--- src/rtl/if_id_pkg.sv ---
// Shared constants for the IF/ID fetch queue.
// NOP encoding, PC step and redirect-target alignment.
package if_id_pkg;

  localparam logic [31:0] NOP_INSTR  = 32'h0000_0013;
  localparam int unsigned PC_INC     = 4;
  localparam logic [63:0] ALIGN_MASK = 64'hFFFF_FFFF_FFFF_FFFC;

endpackage

--- src/rtl/if_id_fifo.sv ---
// Circular queue of {PC, instruction} entries.
// Flush clears pointers and occupancy; storage is left as is.
module if_id_fifo
  import if_id_pkg::*;
#(
  parameter int DW    = 64,
  parameter int DEPTH = 4,
  localparam int PW   = $clog2(DEPTH),
  localparam int CW   = $clog2(DEPTH + 1)
) (
  input  logic          clk,
  input  logic          reset,
  input  logic          push,
  input  logic          pop,
  input  logic          flush,
  input  logic [DW-1:0] wdata,
  output logic [DW-1:0] rdata,
  output logic [CW-1:0] count,
  output logic          full,
  output logic          empty
);

  logic [DW-1:0] mem_q [DEPTH];
  logic [PW-1:0] wr_ptr_q, wr_ptr_d;
  logic [PW-1:0] rd_ptr_q, rd_ptr_d;
  logic [CW-1:0] count_q, count_d;

  // Next pointer and occupancy; flush overrides push and pop.
  always_comb begin
    wr_ptr_d = wr_ptr_q;
    rd_ptr_d = rd_ptr_q;
    count_d  = count_q;
    if (flush) begin
      wr_ptr_d = '0;
      rd_ptr_d = '0;
      count_d  = '0;
    end else begin
      if (push) wr_ptr_d = wr_ptr_q + 1'b1;
      if (pop)  rd_ptr_d = rd_ptr_q + 1'b1;
      if (push && !pop)      count_d = count_q + 1'b1;
      else if (pop && !push) count_d = count_q - 1'b1;
    end
  end

  // Pointer and occupancy registers.
  always_ff @(posedge clk or posedge reset) begin
    if (reset) begin
      wr_ptr_q <= '0;
      rd_ptr_q <= '0;
      count_q  <= '0;
    end else begin
      wr_ptr_q <= wr_ptr_d;
      rd_ptr_q <= rd_ptr_d;
      count_q  <= count_d;
    end
  end

  // Entry storage, written at the tail on push.
  always_ff @(posedge clk) begin
    if (push && !flush) mem_q[wr_ptr_q] <= wdata;
  end

  assign rdata = mem_q[rd_ptr_q];
  assign count = count_q;
  assign full  = (count_q == CW'(DEPTH));
  assign empty = (count_q == '0);

endmodule

--- src/rtl/if_id_fetch_queue.sv ---
// Fetch PC owner feeding a DEPTH-entry IF/ID queue.
// Redirect flushes and reloads; PC_write gates fetch only.
module if_id_fetch_queue
  import if_id_pkg::*;
#(
  parameter int          XLEN      = 32,
  parameter int          DEPTH     = 4,
  parameter logic [XLEN-1:0] RESET_PC = '0,
  parameter logic [31:0] NOP_INSTR = if_id_pkg::NOP_INSTR
) (
  input  logic                       clk,
  input  logic                       reset,
  input  logic                       PCSrc,
  input  logic [XLEN-1:0]            PC_Branch,
  input  logic                       PC_write,
  output logic [XLEN-1:0]            IMEM_ADDR,
  input  logic [31:0]                IMEM_DATA,
  input  logic                       ID_ready,
  output logic                       ID_valid,
  output logic [XLEN-1:0]            PC_ID,
  output logic [31:0]                INSTRUCTION_ID,
  output logic [$clog2(DEPTH+1)-1:0] COUNT,
  output logic                       FULL,
  output logic                       EMPTY
);

  localparam int DW = XLEN + 32;
  localparam logic [XLEN-1:0] PC_MASK = ALIGN_MASK[XLEN-1:0];

  logic [XLEN-1:0] pc_q, pc_d;
  logic            push, pop;
  logic [DW-1:0]   head;

  // Handshake decisions; a full queue still accepts when it pops.
  always_comb begin
    pop  = !EMPTY && ID_ready;
    push = PC_write && !PCSrc && (!FULL || pop);
  end

  // Next fetch PC: redirect, advance on push, else hold.
  always_comb begin
    pc_d = pc_q;
    if (PCSrc)     pc_d = PC_Branch & PC_MASK;
    else if (push) pc_d = pc_q + XLEN'(PC_INC);
  end

  // Fetch PC register.
  always_ff @(posedge clk or posedge reset) begin
    if (reset) pc_q <= RESET_PC;
    else       pc_q <= pc_d;
  end

  if_id_fifo #(
    .DW    (DW),
    .DEPTH (DEPTH)
  ) u_fifo (
    .clk   (clk),
    .reset (reset),
    .push  (push),
    .pop   (pop),
    .flush (PCSrc),
    .wdata ({pc_q, IMEM_DATA}),
    .rdata (head),
    .count (COUNT),
    .full  (FULL),
    .empty (EMPTY)
  );

  // Head outputs, forced to a bubble when nothing is queued.
  always_comb begin
    PC_ID          = '0;
    INSTRUCTION_ID = NOP_INSTR;
    if (!EMPTY) begin
      PC_ID          = head[DW-1:32];
      INSTRUCTION_ID = head[31:0];
    end
  end

  assign IMEM_ADDR = pc_q;
  assign ID_valid  = !EMPTY;

endmodule

--- config.mk ---
export PLATFORM = sky130hd
export DESIGN_NAME = if_id_fetch_queue
export DESIGN_NICKNAME = d
export VERILOG_FILES = /design/src/rtl/if_id_pkg.sv /design/src/rtl/if_id_fifo.sv /design/src/rtl/if_id_fetch_queue.sv
export SDC_FILE = /design/constraint.sdc
export NUM_CORES = 1
export LEC_CHECK = 0
export ABC_AREA = 1
export BUFFER_PORTS_ARGS = -buffer_cell sky130_fd_sc_hd__buf_2
export CORE_ASPECT_RATIO = 0.8
export CORE_UTILIZATION = 26
export CTS_BUF_LIST = sky130_fd_sc_hd__clkbuf_4
export CTS_CLUSTER_DIAMETER = 40
export DETAILED_ROUTE_END_ITERATION = 8
export PLACE_DENSITY = 0.44
export RECOVER_POWER = 25
export SKIP_CTS_REPAIR_TIMING = 1
export SLEW_MARGIN = 25
export SYNTH_ARGS = -nofsm -noshare
export SYNTH_HDL_FRONTEND = slang
export SYNTH_SLANG_ARGS = --single-unit
export TNS_END_PERCENT = 50
--- constraint.sdc ---
create_clock -name clk -period 7.61 [get_ports clk]
set_input_delay 1.1415 -clock clk [delete_from_list [all_inputs] [get_ports clk]]
set_output_delay 1.1415 -clock clk [all_outputs]
set_load 0.05 [all_outputs]
==> impl_metrics.ini <==
[layout]
drive_above_1_share_pct = 21.2
final_area_um2 = 14900
areaGrowthSynthToFinish_pct = 20.9
final_nets = 1461
final_common_cell = nor2_1
layout_common_cells = 293 x nor2_1, 248 x edfxtp_1, 201 x nand2_1

[sta]
grt_setup_unrepaired = false
tns_ns = 0
finalSetupViolations = 0
finalHoldViolCount = 0
min_period_ns = 4.68
period_share_pct = 61.4
fmax_ghz = 0.214
drv_slew = 0
finClkSkew_ns = 0.0344
max_slew_margin_pct = 34.8
holdWs_ns = 0.519
fin_ws_ns = 2.93
tightest_slew_ns = 0.978

[placed_design]
dpl-instance-area_um2 = 13800
io_buffers = 164
dpl_worst_slack_ns = 3.65
dpl.hpwl_mm = 20.2
gp_congestion = 0.803

[floorplan]
fp-row-count = 70
initial_core_util_pct = 26.7
die_y_um = 197
die_x_um = 246
die-area_um2 = 48300
core_um2 = 46200
io_pins = 171

[routing]
ant_nets = 0
vias_per_cell = 4.37
wl_per_cell_um = 17.0
dr.pass1.iters = 5
drt_iter0_drc = 601
wl_mm = 35.0
vias = 9029
remaining_drc_errors = 0

[setup_path]
crit_arrival_ns = 3.53
startpoint = u_fifo.rd_ptr_q[0]
end_kind = output pin
critical_path_required_ns = 6.47
r2r_start = u_fifo.count[2]
path_cells = buf_4 -> buf_4 -> nor2_1 -> nor2_1 -> o21ai_0 -> a21oi_1 -> buf_2
cp_slowest_cell = buf_4
slowest_delay_ns = 0.79
critPathKind = flip-flop to output pin
cp_num_buf_inv = 3
critPathLaunchType = flip-flop
cp_max_fo = 71
cp_top_family = buffers and inverters
ff2ff_setup_slack_ns = 5.12

[pwr]
peakVddDrop_v = 0.000245
p_leak_uw = 0.00581
powerDensity_nw_per_um2 = 383

[grt]
grt_pass1_wl_mm = 53.2
track_usage_pct = 14.7
grt_max_degree = 75
antenna_found_initial = 2
first_global_vias = 8942
overflow = 0

[yosys]
post_synth.cell_area_avg_um2 = 10.4
yosysUniqueCellTypes = 35
synth_edf_count = 248
synth_top_flop_cell = edfxtp_1
ys_seq_elements = 285
ys_warn_count = 0
synth_cells = 1181
netlist.area_leader.share_pct = 60.4
yosysSeqAreaShare_pct = 67.9
async_flop_share_pct = 13.0
yosysTopAreaCell = edfxtp_1
synth.cell_area_um2 = 12300
ys_top_cells_by_area = edfxtp_1 60%, nor2_1 9.0%, dfrtp_1 7.5%

[clock_network]
tritoncts = yes
cts_buffers = 81
ctsLongestPathBuffers = 3
htree_num_levels = 3
cts.clk_slew.worst_paths_ns = 0.07
cts_sinks = 285
cts_root_buf = clkbuf_4
clock_latency_ns = 0.77

[worst_hold_path]
hp-class = input port to async pin

[outcome]
status = complete, no violations

[flow_run]
drv_cap = 0
-- state kept, by name (all words and copies together) (netlist names) --
register	cells
u_fifo.rd_ptr_q	2
IMEM_ADDR	30
u_fifo.wr_ptr_q	2
u_fifo.count	3
u_fifo.mem_q	248
-- worst min-delay path: stages --
cell and delay (ns):
buf_2 0.10, inv_1 0.04, buf_4 0.46
-- path summary, 6_finish.rpt --
| check | to | depth (start not counted) |
|---|---|---|
| min | IMEM_ADDR[17] | 3 |
| max reg2reg | u_fifo.mem_q[2][60] | 4 |
| max | PC_ID[17] | 7 |
| min reg2reg | u_fifo.count[1] | 2 |
| min in group clk | u_fifo.count[1] | 2 |
| max in group asynchronous | u_fifo.rd_ptr_q[0] | 3 |
-- synth_stat cells, types with 2 or more instances --
master	number
a21oi_1	64
buf_2	12
buf_4	10
buf_6	6
clkbuf_1	28
clkbuf_2	2
dfrtp_1	37
edfxtp_1	248
ha_1	5
inv_1	58
inv_2	5
nand2_1	201
nand2_2	3
nand2_4	2
nand3_1	30
nand4_1	2
nor2_1	297
nor2_2	6
o211ai_1	3
o21ai_0	140
o311ai_0	2
xnor2_1	2
xor2_1	6
-- logic make-up after synthesis --
kind of cell,count (synthesis),synth area share (%)
buffers and inverters,124,4.59
flip-flops,285,67.9
other,1,0.0304
AND/OR/NAND/NOR,544,17.4
XOR/XNOR,8,0.568
adder cells (fa/ha/maj),6,0.669
AO/OA/AOI/OAI,213,8.84
-- metal layers --
layer  global-route usage (%)  share of wire [%]
met2                     22.6                 45
met3                     4.07                5.5
met1                     20.0                 47
met4                     4.88                2.3
met5                        0                  0
-- cell type report --
| cell class | count | area [um^2] |
|---|---|---|
| Tap cell | 612 | 766 |
| Inverter | 65 | 246 |
| Timing Repair Buffer | 178 | 946 |
| Fill cell | 4855 | 31300 |
| Multi-Input combinational cell | 775 | 3440 |
| Antenna cell | 3 | 7.51 |
| Clock inverter | 21 | 186 |
| Sequential cell | 285 | 8380 |
| Clock buffer | 126 | 946 |
-- metrics by stage --
step | instances | power (uW) | utilization, %
after floorplan | 1184 | 3600 | -
after global placement | 1912 | 4230 | 29.7
after detailed placement | 1914 | 4250 | 29.8
after CTS | 2061 | 5830 | 32.3
after global routing | 2065 | 6040 | 32.2
final | 2065 | 5710 | 32.2
-- power by group --
part,internal [uW],switching (uW),total [uW]
Clock,886,659,1550
Combinational,435,1790,2220
Sequential,1830,109,1940
Total,3150,2550,5710
No activity file was read; power rests on OpenSTA's default activity.
